`src/rtl/burst_reduce_memory.sv`:
```
// burst_reduce_memory
// Memory-stage extension that executes a multi-beat load-reduce instruction.
// It fetches `count` words starting at `base_addr`, stepping by a signed byte
// `stride`, and folds them with sum / xor / unsigned max / unsigned min. The
// result goes to register `rd`. The core is stalled through `busy` while beats
// are outstanding.
//
// Ports
//   CLK, nRST         clock, asynchronous active-low reset
//   start, mode, base_addr, stride, count, rd_in
//                     burst instruction from the execute stage
//   flush             synchronous abort from the hazard unit
//   mem_ren, mem_wen, mem_addr, mem_load, mem_busy
//                     load port towards the data memory
//   busy              stall request to the core
//   exception, exc_cause
//                     illegal-operand report (01 bad count, 10 misaligned)
//   reg_w, reg_waddr, reg_wdata
//                     register-file write of the reduction result
module burst_reduce_memory #(
    parameter int DATA_WIDTH = 32,
    parameter int ADDR_WIDTH = 32,
    parameter int MAX_BEATS  = 16,
    parameter int CNT_W      = $clog2(MAX_BEATS) + 1
) (
    input  logic                  CLK,
    input  logic                  nRST,
    input  logic                  start,
    input  logic [1:0]            mode,
    input  logic [ADDR_WIDTH-1:0] base_addr,
    input  logic [11:0]           stride,
    input  logic [CNT_W-1:0]      count,
    input  logic [4:0]            rd_in,
    input  logic                  flush,
    output logic                  mem_ren,
    output logic                  mem_wen,
    output logic [ADDR_WIDTH-1:0] mem_addr,
    input  logic [DATA_WIDTH-1:0] mem_load,
    input  logic                  mem_busy,
    output logic                  busy,
    output logic                  exception,
    output logic [1:0]            exc_cause,
    output logic                  reg_w,
    output logic [4:0]            reg_waddr,
    output logic [DATA_WIDTH-1:0] reg_wdata
);

    // Number of low address bits that must be zero for word alignment.
    localparam int AL_W = $clog2(DATA_WIDTH / 8);

    localparam logic [1:0] S_IDLE = 2'd0;
    localparam logic [1:0] S_LOAD = 2'd1;
    localparam logic [1:0] S_WB   = 2'd2;

    localparam logic [1:0] M_SUM = 2'b00;
    localparam logic [1:0] M_XOR = 2'b01;
    localparam logic [1:0] M_MAX = 2'b10;
    localparam logic [1:0] M_MIN = 2'b11;

    logic [1:0]            state_q, state_d;
    logic [DATA_WIDTH-1:0] acc_q, acc_d;
    logic [ADDR_WIDTH-1:0] addr_q, addr_d;
    logic [ADDR_WIDTH-1:0] stride_q, stride_d;
    logic [CNT_W-1:0]      rem_q, rem_d;
    logic [1:0]            mode_q, mode_d;
    logic [4:0]            rd_q, rd_d;

    logic                  bad_count_s;
    logic                  misaligned_s;
    logic                  legal_s;
    logic                  accept_s;
    logic [ADDR_WIDTH-1:0] stride_ext_s;

    // One reduction step; max/min are unsigned compares, sum wraps.
    function automatic logic [DATA_WIDTH-1:0] reduce_op(
        input logic [1:0]            op,
        input logic [DATA_WIDTH-1:0] acc,
        input logic [DATA_WIDTH-1:0] beat
    );
        case (op)
            M_SUM:   return acc + beat;
            M_XOR:   return acc ^ beat;
            M_MAX:   return (beat > acc) ? beat : acc;
            M_MIN:   return (beat < acc) ? beat : acc;
            default: return acc;
        endcase
    endfunction

    // Identity element of each operator so the first beat lands unchanged.
    function automatic logic [DATA_WIDTH-1:0] acc_init(input logic [1:0] op);
        case (op)
            M_MIN:   return {DATA_WIDTH{1'b1}};
            default: return {DATA_WIDTH{1'b0}};
        endcase
    endfunction

    assign stride_ext_s = {{(ADDR_WIDTH-12){stride[11]}}, stride};
    assign bad_count_s  = (count == {CNT_W{1'b0}}) || (count > CNT_W'(MAX_BEATS));
    assign misaligned_s = (base_addr[AL_W-1:0] != {AL_W{1'b0}}) ||
                          (stride_ext_s[AL_W-1:0] != {AL_W{1'b0}});
    assign legal_s      = !bad_count_s && !misaligned_s;
    // A flush cancels the instruction, so it also suppresses its exception.
    assign accept_s     = (state_q == S_IDLE) && start && !flush;

    // Next-state and datapath update for the burst sequencer.
    always_comb begin
        state_d  = state_q;
        acc_d    = acc_q;
        addr_d   = addr_q;
        stride_d = stride_q;
        rem_d    = rem_q;
        mode_d   = mode_q;
        rd_d     = rd_q;
        case (state_q)
            S_IDLE: begin
                if (accept_s && legal_s) begin
                    state_d  = S_LOAD;
                    acc_d    = acc_init(mode);
                    addr_d   = base_addr;
                    stride_d = stride_ext_s;
                    rem_d    = count;
                    mode_d   = mode;
                    rd_d     = rd_in;
                end else begin
                    state_d = S_IDLE;
                end
            end
            S_LOAD: begin
                if (flush) begin
                    state_d = S_IDLE;
                end else if (!mem_busy) begin
                    acc_d  = reduce_op(mode_q, acc_q, mem_load);
                    addr_d = addr_q + stride_q;
                    rem_d  = rem_q - CNT_W'(1);
                    if (rem_q == CNT_W'(1)) begin
                        state_d = S_WB;
                    end else begin
                        state_d = S_LOAD;
                    end
                end else begin
                    state_d = S_LOAD;
                end
            end
            S_WB: begin
                state_d = S_IDLE;
            end
            default: begin
                state_d = S_IDLE;
            end
        endcase
    end

    // State and datapath registers.
    always_ff @(posedge CLK or negedge nRST) begin
        if (!nRST) begin
            state_q  <= S_IDLE;
            acc_q    <= {DATA_WIDTH{1'b0}};
            addr_q   <= {ADDR_WIDTH{1'b0}};
            stride_q <= {ADDR_WIDTH{1'b0}};
            rem_q    <= {CNT_W{1'b0}};
            mode_q   <= 2'b00;
            rd_q     <= 5'd0;
        end else begin
            state_q  <= state_d;
            acc_q    <= acc_d;
            addr_q   <= addr_d;
            stride_q <= stride_d;
            rem_q    <= rem_d;
            mode_q   <= mode_d;
            rd_q     <= rd_d;
        end
    end

    // Outputs are gated by state so they fall to zero as soon as reset hits.
    assign mem_ren   = (state_q == S_LOAD);
    assign mem_wen   = 1'b0;
    assign mem_addr  = mem_ren ? addr_q : {ADDR_WIDTH{1'b0}};
    assign busy      = (accept_s && legal_s) || (state_q == S_LOAD);
    assign exception = accept_s && !legal_s;
    assign exc_cause = !exception ? 2'b00 : (bad_count_s ? 2'b01 : 2'b10);
    assign reg_w     = (state_q == S_WB) && !flush;
    assign reg_waddr = reg_w ? rd_q : 5'd0;
    assign reg_wdata = reg_w ? acc_q : {DATA_WIDTH{1'b0}};

endmodule

```
`config.mk`:
```
export PLATFORM = sky130hd
export DESIGN_NAME = burst_reduce_memory
export DESIGN_NICKNAME = d
export VERILOG_FILES = /design/src/rtl/burst_reduce_memory.sv
export SDC_FILE = /design/constraint.sdc
export NUM_CORES = 1
export LEC_CHECK = 0
export ABC_CLOCK_PERIOD_IN_PS = 5950
export CORE_MARGIN = 10
export CORE_UTILIZATION = 55
export DETAILED_ROUTE_END_ITERATION = 8
export PLACE_DENSITY = 0.84
export SLEW_MARGIN = 20
export SYNTH_ARGS = -nofsm -noshare
export SYNTH_HDL_FRONTEND = slang
export SYNTH_SLANG_ARGS = --single-unit
```
`constraint.sdc`:
```
create_clock -name CLK -period 5.95 [get_ports CLK]
set_clock_uncertainty 0.2 [all_clocks]
set_input_delay 1.4875 -clock CLK [delete_from_list [all_inputs] [get_ports CLK]]
set_output_delay 1.4875 -clock CLK [all_outputs]
set_load 0.01 [all_outputs]
```
Yosys cells after proc, flatten, opt, wreduce, memory -nomap -nowiden
Cells that the tools add are included.
- latch bits: 0
- RAM bits: 0
- memories: 0
- output and inout bits: 76
- bits in registers: 90
- bits in read-only memories: 0
- logic and storage cells: 74
- divide/modulo/power cells: 0
- equality and inequality tests: 12
- add/sub/neg operators: 3
- multiplexer cells: 26
- shift operators: 0
- bitwise gates (word level): 1
- $lt $le $gt $ge: 3
- multiply operators: 0
- reductions and logical operators: 22
- operators by type and width (cell ; number):
    $mux W32 ; 11
    $pmux W32 S2 ; 2
    $pmux W32 S4 ; 1
    $add A32 B32 Y32 ; 2
    $gt A32 B32 Y1 ; 1
    $lt A32 B32 Y1 ; 1
    $xor A32 B32 Y32 ; 1
    $mux W5 ; 4
    $mux W2 ; 5
    $pmux W5 S2 ; 1
    $eq A2 B2 Y1 const B ; 4
    $logic_and A1 B1 Y1 ; 6
    $ne A3 B3 Y1 const B ; 2
    $reduce_and A6 Y1 ; 1
    $reduce_bool A2 Y1 ; 3
    $eq A5 B1 Y1 const B ; 1
    $gt A5 B5 Y1 const B ; 1
    $logic_not A5 Y1 ; 1
    $sub A5 B1 Y5 const B ; 1
    $eq A2 B1 Y1 const B ; 2
    $logic_not A1 Y1 ; 4
    $logic_not A2 Y1 ; 2
    $ne A2 B2 Y1 const B ; 2
    $pmux W2 S2 ; 1
    5 further kinds ; 7

Logic depth before layout (Yosys ltp)
Gate-level depths: netlist of run 1.
- word-level depth: 7
- gate-level depth with buffers: 13

Worst setup path before layout of run 1
OpenSTA, ideal clock, no wires.
- kind: input-to-output
- start point: input flush
- end point: output busy
- stages: 5
- arrival time: 2.513 ns
- data required time: 4.263 ns
- setup slack: 1.749 ns
- cells stage by stage: or4b_1 > inv_1 > nand3_2 > buf_2 > nand2_1
- word-level cells in the longest chain between the ends: 4
- RTL lines (item ; line ; source):
    start: declaration ; 34 ; input logic flush,
    $logic_not A1 Y1 ; 103 ; assign accept_s = (state_q == S_IDLE) && start && !flush;
    $logic_and A1 B1 Y1 ; 103 ;
    $logic_and A1 B1 Y1 ; 178 ; assign busy = (accept_s && legal_s) || (state_q == S_LOAD);
    $logic_or A1 B1 Y1 ; 178 ;
    end: declaration ; 40 ; output logic busy,
No other way between the ends.

Worst setup path after layout of run 1
- start point: input count[3]
- end point: output exc_cause[1]
- word-level cells in the longest chain between the ends: 7
- elaborated cells on any way between the ends: 9
- classes of those cells: order compare: 1; mux: 2; reduce/logical: 6
- RTL lines (item ; line ; source):
    start: declaration ; 32 ; input logic [CNT_W-1:0] count,
    $gt A5 B5 Y1 / $logic_not A5 Y1 (equally long branches) ; 98 ; assign bad_count_s = (count == {CNT_W{1'b0}}) || (count > CNT_W'(MAX_BEATS));
    $logic_or A1 B1 Y1 (*) ; 98 ;
    $logic_not A1 Y1 ; 101 ; assign legal_s = !bad_count_s && !misaligned_s;
    $logic_and A1 B1 Y1 ; 101 ;
    $logic_not A1 Y1 ; 179 ; assign exception = accept_s && !legal_s;
    $logic_and A1 B1 Y1 ; 179 ;
    $mux W2 (*) ; 180 ; assign exc_cause = !exception ? 2'b00 : (bad_count_s ? 2'b01 : 2'b10);
    end: declaration ; 42 ; output logic [1:0] exc_cause,
Every way passes the cells marked *; elsewhere a longest branch is shown, timed or not.

==> results.txt, run 1 <==
* Post-synthesis instance area: around 9000 sq um
- Of the total power, the share spent switching nets is 0.4456.
- Wire per inst: 17.78 um
* Post-Route Utilization: 0.6911
- Overall via count from detail_route: a little over 9000
- Starting density of the core: 0.5667
- For this run, the total global-route usage over all layers was measured as 0.2380.
- IR analysis of the VDD net gives a maximum drop of between 0.0001 and 0.00015 V.
- Setup violations remaining at the end of the flow were counted as 0.
* H-tree lvl count: 3
- The Yosys step of the flow raised 0 warnings.
* Element type at the critical path end: primary output
- Along the worst path, the maximum fanout reaches 4.
* Count of placed standard cells in the final layout, fillers left out: about 1500
* Startpoint of the lowest-slack register-to-register path: state_q[1]
- Yosys mapped a number of flops with a built-in enable equal to 0.
* Sinks on the clock net: 90
- The number of antenna violations at the first check in global routing is 0.
- Leakage power of the design: about 0.0049 uW
* Sum of negative setup slack: 0 ps
- Switching Power: 1411 uW
* Count of pins over their slew limit: 0
* Postcts setup bufs: 0
- Number of nets produced by synthesis: 1361
- The setup path with the least slack is of type input port to primary output.
- Data arrives at the worst endpoint at approximately 3500 ps.
* Number of buffers added by the clock tree synthesis step: 9
- Count of boundary I/O pins: between 150 and 200
- After clock tree synthesis, the clock-pin slew on the worst setup and hold paths is 70 ps.
- Number of global-route vias before repair: 8851
- 0 antenna diodes ended up in the layout.
* Routed via count divided by cell count: 5.990
- Violation count after the first detailed-route iteration: between 700 and 800
- Part of the cycle the worst path needs: 0.8735
- Number of instances resized during post-cts repair: 0
* Power Density: about 290 nW/um^2
- Normalized max-slew margin: 0.3462
- Hold crit path type: flop to flop
* Slew at the pin closest to its max-slew limit: 980.7 ps
- Number of detailed-route iterations in the first pass: 5
- The core region is ~16000 sq um.
- Number of cells on the worst reg-to-reg path: 8
* Sum of routed wire length over all layers: 26.88 mm
- Hold_sp: rd_q[1]
* Share of the yosys chip area belonging to registers: 0.2484
- Flip-flop and latch count after synthesis: 90
- Fraction of final layout cells with drive strength greater than 1: 0.05247
- The layout has 1351 filler cells.
* Post-layout nets: approximately 1500
- By area the synthesized netlist is led by sky130_fd_sc_hd__dfrtp_1 25%, sky130_fd_sc_hd__ha_1 13%, sky130_fd_sc_hd__a21oi_1 8.1%, sky130_fd_sc_hd__and2_1 5.0%, sky130_fd_sc_hd__nor2_1 4.4%.
* Unrepaired setup endpoints after global routing: false
* Async set-reset flop share out of synthesis: 1.000
* Hold buffer count at cts: 0
* Die area: ~22000 sq um
- Area share of the leading cell type in the synthesized netlist: 0.2484
* CTS tree: yes
- Worst Hold Path EP: rd_q[1]
* Endpoint required time on the critical path: ~4300 ps
- Across the run, the number of max-cap violations was 0.
* Internal power contribution: 1755 uW
- Clock insertion delay at the later pin of the skew report: around 360 ps
- Summed over all nets, the half-perimeter wirelength after detailed placement is just under 20 mm.
- In the routed design, unresolved DRC markers number 0.
- The tree is rooted in a sky130_fd_sc_hd__clkbuf_16.
- Final estimated routing congestion in global placement: approximately 0.97
* Most used DFF post-synth: sky130_fd_sc_hd__dfrtp_1
* Cell total after placement: between 1000 and 1500
* Remaining Overflow, GRT: 0
* Hold violation total from the final report: 0
- Portion of total power attributed to the clock network: 0.182
- Relative to the synthesized area, the layout overhead comes to 21.95%.
- sky130_fd_sc_hd__dfrtp_1 takes more of the synthesized area than any other cell.
- Share of power burned in registers: 0.291
* Final antenna-violating net count: 0
- The library cells used most frequently in the layout, excluding fill and tap cells, are 166 x sky130_fd_sc_hd__clkdlybuf4s50_1, 147 x sky130_fd_sc_hd__a21oi_1, 105 x sky130_fd_sc_hd__nor2_1.
- The average instance in the mapped netlist occupies ~7.7 sq um.
* Total design power: about 3200 uW
- Commonest non-fill, non-tap cell in the layout: sky130_fd_sc_hd__clkdlybuf4s50_1
- In this run the register-to-register setup slack is 2200 ps.
- Number of cells produced by synthesis: about 1200
* Die X: roughly 150 um
* Max Freq: slightly below 200 MHz
- The first global-routing pass estimated between 40 and 50 mm of wire.
- Distinct cell type count after synthesis: 76
- The floorplan step set the die height to ~150 um.
- Clk buf depth: 2
- The count of buffers added on input and output ports is 167.
* Type of element launching the critical path: input port
* Combinational fraction of design power: 0.527
* Largest net degree at the start of global routing: 66
- The smallest clock period supported by the final layout is computed as just over 5000 ps.
* Outcome: finished, final reports clean
- Along the worst hold path, the cell count comes to 1.
* End of the worst register-to-register path: acc_q[26]
* Row cnt: 46
==> flip-flops by register name, summed over array words and instances, names as in the netlist <==
name      flops
acc_q        32
addr_q       32
stride_q     12
rd_q          5
rem_q         5
mode_q        2
state_q       2
==> cells by family after synthesis <==
kind of cell | share of synthesized area
adders and majority gates | 0.1369
DFF | 0.2484
buffers and inverters | 0.06472
AOI/OAI and AO/OA | 0.2507
muxes | 0.02912
xor gates and xnor gates | 0.04443
and+or+nand+nor | 0.2253
other | 0.0004136
==> Yosys cell counts, types with 10 or more instances <==
master,number
sky130_fd_sc_hd__nor2_1,106
sky130_fd_sc_hd__nor2b_1,16
sky130_fd_sc_hd__o31ai_1,11
sky130_fd_sc_hd__mux2_2,19
sky130_fd_sc_hd__a21o_1,14
sky130_fd_sc_hd__buf_2,12
sky130_fd_sc_hd__a21oi_1,147
sky130_fd_sc_hd__a221oi_1,11
sky130_fd_sc_hd__dfrtp_1,90
sky130_fd_sc_hd__xor2_1,20
sky130_fd_sc_hd__clkbuf_1,44
sky130_fd_sc_hd__a31oi_1,20
sky130_fd_sc_hd__o21bai_1,10
sky130_fd_sc_hd__nor3_1,25
sky130_fd_sc_hd__o211ai_1,12
sky130_fd_sc_hd__nand3_1,23
sky130_fd_sc_hd__and3_1,14
sky130_fd_sc_hd__nand2b_1,13
sky130_fd_sc_hd__inv_1,76
sky130_fd_sc_hd__and2_1,72
sky130_fd_sc_hd__ha_1,96
sky130_fd_sc_hd__nand4_1,12
sky130_fd_sc_hd__o21ai_0,77
sky130_fd_sc_hd__nand2_1,84
sky130_fd_sc_hd__xnor2_1,26
==> layer usage <==
layer,wire length (um),vias to the layer above,GRT usage
li1,-,4393,-
met1,11490,4289,0.2932
met2,12990,323,0.4044
met3,1827,52,0.05340
met4,569,0,0.07284
met5,0,-,0
==> stage by stage <==
stage	instance area, sq um	hold WS (ps)	setup slack, ps
6_report	11060	301.7	752.4
5_1_grt	11060	319.2	576.7
4_1_cts	11060	302.6	740.7
3_5_place_dp	10780	285.8	745.8
3_3_place_gp	10780	280.0	750.1
2_1_floorplan	9067	257.7	1749
==> cell type report <==
type	count	area, sq um	share of cell area
multi-input combinational	938	6240	0.5643
inverter	77	289.0	0.02614
clock inverter	6	48.80	0.004413
clock buffer	10	229.0	0.02071
tap	216	270.3	0.02444
sequential	90	2252	0.2037
timing repair buffer	175	1729	0.1564
==> power by group through the flow <==
stage,Clock [uW],Sequential (uW),Combinational [uW]
floorplan,0,872,1280
global placement,0,921,1600
detailed placement,0,929,1640
CTS,581,918,1650
global route,606,944,1860
finish,575,921,1670
==> worst max-delay path by stage <==
stage,depth (start not counted),slack [ps],to,startpoint
2_1_floorplan,5,1750,busy,flush
3_3_place_gp,7,750,exc_cause[1],count[2]
3_5_place_dp,7,750,exc_cause[1],count[3]
4_1_cts,7,740,exc_cause[1],count[3]
5_1_grt,7,580,exc_cause[1],count[3]
6_report,7,750,exc_cause[1],count[3]
==> critical path, stage by stage <==
cell and delay, ps:
sky130_fd_sc_hd__clkdlybuf4s50_1 420, sky130_fd_sc_hd__nor4_1 350, sky130_fd_sc_hd__xnor2_1 250, sky130_fd_sc_hd__and2_1 210
sky130_fd_sc_hd__nor2_1 120, sky130_fd_sc_hd__and2_1 130, sky130_fd_sc_hd__clkdlybuf4s50_1 540
Power figures use the tool's default switching activity.
==> run 2, diff against run 1 <==
--- a/config.mk
+++ b/config.mk
@@ -10,6 +10,7 @@
 export CORE_UTILIZATION = 55
 export DETAILED_ROUTE_END_ITERATION = 8
 export PLACE_DENSITY = 0.84
+export SETUP_SLACK_MARGIN = 0.05
 export SLEW_MARGIN = 20
 export SYNTH_ARGS = -nofsm -noshare
 export SYNTH_HDL_FRONTEND = slang
==> results of run 2 <==
No change in the layout: final DEF, timing and power equal those of run 1.
==> run 3, diff against run 2 <==
--- a/config.mk
+++ b/config.mk
@@ -5,10 +5,12 @@
 export SDC_FILE = /design/constraint.sdc
 export NUM_CORES = 1
 export LEC_CHECK = 0
-export ABC_CLOCK_PERIOD_IN_PS = 5950
+export ABC_CLOCK_PERIOD_IN_PS = 5200
 export CORE_MARGIN = 10
 export CORE_UTILIZATION = 55
+export CTS_BUF_LIST = sky130_fd_sc_hd__clkbuf_8
 export DETAILED_ROUTE_END_ITERATION = 8
+export GPL_TIMING_DRIVEN = 1
 export PLACE_DENSITY = 0.84
 export SETUP_SLACK_MARGIN = 0.05
 export SLEW_MARGIN = 20
==> constraint.sdc (replaced) <==
create_clock -name CLK -period 5.2 [get_ports CLK]
set_clock_uncertainty 0.2 [all_clocks]
set_input_delay 1.3 -clock CLK [delete_from_list [all_inputs] [get_ports CLK]]
set_output_delay 1.3 -clock CLK [all_outputs]
set_load 0.01 [all_outputs]
==> results.txt, run 3 (synthesis results as in run 1) <==
- Outcome: finished, final reports clean
- The slowest stage of the critical path belongs to the cell sky130_fd_sc_hd__clkdlybuf4s50_1.
- The via count is 9021 (-0.40%).
- Leakage power of the design: 0.004921 uW (about the same)
- Total design power: 3476 uW (+9.8%)
- Hold buffer count at cts: 0 (unchanged)
- H-tree lvl count: 3 (unchanged)
- Part of the cycle the worst path needs: 0.9274
* Final-report setup violation count: 0 (unchanged)
* First-pass GRT wire length: 44.13 mm (+0.72%)
- Sinks on the clock net: 90 (unchanged)
* VDD IR-drop max: 0.0001799 V (+20%)
- Number of detailed-route iterations in the first pass: 6 (+1)
- The remaining antenna violation count after routing was 0 (unchanged).
* End of the worst register-to-register path: addr_q[27]
* CTS tree: yes
* Die area: 22020 sq um (unchanged)
- Final Hold Slack: 313.5 ps (+11.82 ps)
* Count of pins over their slew limit: 0 (unchanged)
- Number of remaining DRC errors: 0 (unchanged)
* # diodes: 0 (unchanged)
- Post-Route Utilization: 0.6894 (-0.001721)
- Setup repair after global routing left no endpoint under its margin.
- Violation count after the first detailed-route iteration: 787 (+7.4%)
- Hold violation total from the final report: 0 (unchanged)
- The number of antenna violations at the first check in global routing is 0 (unchanged).
- The clock-pin slew of the registers on the worst-case setup and hold paths came to 110 ps (+40 ps).
- Startpoint of the lowest-slack register-to-register path: stride_q[11]
- Commonest non-fill, non-tap cell in the layout: sky130_fd_sc_hd__clkdlybuf4s50_1
- The maximum number of pins on one net before global-route repair was 69 (+4.5%).
- Registers with the highest flip-flop counts: acc_q: 32 flops, addr_q: 32 flops, stride_q: 12 flops
- Critical path buffers and inverters: 2 (unchanged)
- The clock insertion delay at the later pin of the skew report is 400 ps (+40 ps).
- Critical Path AT: 3320 ps (-190 ps)
- The placer's final routability congestion estimate came to 0.9598 (-1.3%).
- Crit path cell chain: clkdlybuf4s50_1 > nor4_1 > xnor2_1 > and2_1 > nor2_1 > and2_1 > clkdlybuf4s50_1
- The reg-to-reg setup timing slack was 1600 ps (-600 ps).
- The non-filler instance count after layout was 1519 (+0.46%).
* Clk buf depth: 2 (unchanged)
- STA classifies the critical path startpoint as an input port.
- Number of global-route vias before repair: 8884 (+0.37%)
* Type of the worst setup path: input port to primary output
- Footprint of the multi-input gates: 6240 sq um (unchanged)
* Sum of negative setup slack: 0 ps (unchanged)
* Element type at the critical path end: primary output
- Count of boundary I/O pins: 169 (unchanged)
- Master cell of the clock root buffer: sky130_fd_sc_hd__clkbuf_8
* Area of the core: 16000 sq um (unchanged)
* Number of instances resized during post-cts repair: 0 (unchanged)
- Placed wire-length estimate after detailed placement: 19.86 mm (+0.11%)
- CP max stage delay: 540 ps (about the same)
- The cell total after placement is 1503 (+0.47%).
- For this run, the top clock speed supported by timing is between 200 and 250 MHz.
- Number of buffers added by the clock tree synthesis step: 9 (unchanged)
* Number of cells on the worst reg-to-reg path: 10 (+2)
* Postcts setup bufs: 0 (unchanged)
- Remaining Overflow, GRT: 0 (unchanged)
- Compared with the post-synthesis result, the final layout area differs by 21.65%.
- Storage cell area: 2252 sq um (unchanged)
* Sum of routed wire length over all layers: 26.84 mm (-0.13%)
- Hold crit path type: flop to flop
- The actual slew at the worst max-slew pin was 990.2 ps (+9.435 ps).
* FILL cells: 1359 (+0.59%)
- The power per cell area was 315.1 nW/um^2 (+10%).
- Vert. Die Dim: 148.4 um (unchanged)
* Port Buffers: 167 (unchanged)
* Hold Path Depth: 1 (unchanged)
- The initial standard-cell utilization of the core was 0.5667 (unchanged).
* Worst Hold Path EP: rd_q[4]
- The worst slew margin relative to its limit was 0.3399 (-0.006290).
- The required time at the worst-slack endpoint is 3700 ps (-560 ps).
- Post-layout nets: 1489 (+0.47%)
- Routed via count divided by cell count: 5.939 (-0.86%)
* Most used cells in the layout excluding fill and tap cells: 166 x sky130_fd_sc_hd__clkdlybuf4s50_1, 147 x sky130_fd_sc_hd__a21oi_1, 105 x sky130_fd_sc_hd__nor2_1
- Hold_sp: rd_q[4]
* Delay-heaviest family, CP: buffers and inverters
- The share of post-route cells with drive strength above 1 was 0.05833 (+0.005858).
- Max FO, Critical Path: 4 (unchanged)
- The all-layer global routing usage is 0.2408 (+0.002880).
- Row cnt: 46 (unchanged)
- Wire per inst: 17.67 um (-0.59%)
- Time the worst path needs with I/O delays and setup: approximately 4800 ps
- The die span in x was 148.4 um (unchanged).
- The max-capacitance violation count came to 0 (unchanged).
==> run 3: power breakdown <==
group | internal (uW) | leakage [uW] | switching, uW
Sequential | 879 | 0.00109 | 174
Combinational | 811 | 0.00374 | 1120
Clock | 191 | 0.0000933 | 300
==> run 3: layer usage <==
metal	part of all wire	vias up	wire, um	track usage
li1	-	4378	-	-
met1	0.43	4270	11480	0.2944
met2	0.48	332	13010	0.4152
met3	0.065	41	1756	0.04824
met4	0.022	0	602	0.07631
met5	0	-	0	0
==> run 3: area by class of cell <==
class                           instances  area share
Clock inverter                          6    0.004310
Tap cell                              216     0.02450
Clock buffer                           10     0.01248
Multi-Input combinational cell        938      0.5657
Inverter                               77     0.02620
Sequential cell                        90      0.2042
Timing Repair Buffer                  182      0.1627
==> run 3: through the flow <==
| stage | setup slack [ps] | cell area (sq um) |
|---|---|---|
| after floorplan | 1374 | 9067 |
| after global placement | 380.4 | 10850 |
| after detailed placement | 380.3 | 10850 |
| after CTS | 375.5 | 11030 |
| after global routing | 194.1 | 11030 |
| final | 377.6 | 11030 |
==> run 3: worst max path at each step <==
stage | start | slack [ps] | cells past startpoint | end
2_1_floorplan | flush | 1370 | 5 | busy
3_3_place_gp | count[2] | 380 | 7 | exc_cause[1]
3_5_place_dp | count[2] | 380 | 7 | exc_cause[1]
4_1_cts | count[2] | 380 | 7 | exc_cause[1]
5_1_grt | count[2] | 190 | 7 | exc_cause[1]
6_report | count[2] | 380 | 7 | exc_cause[1]
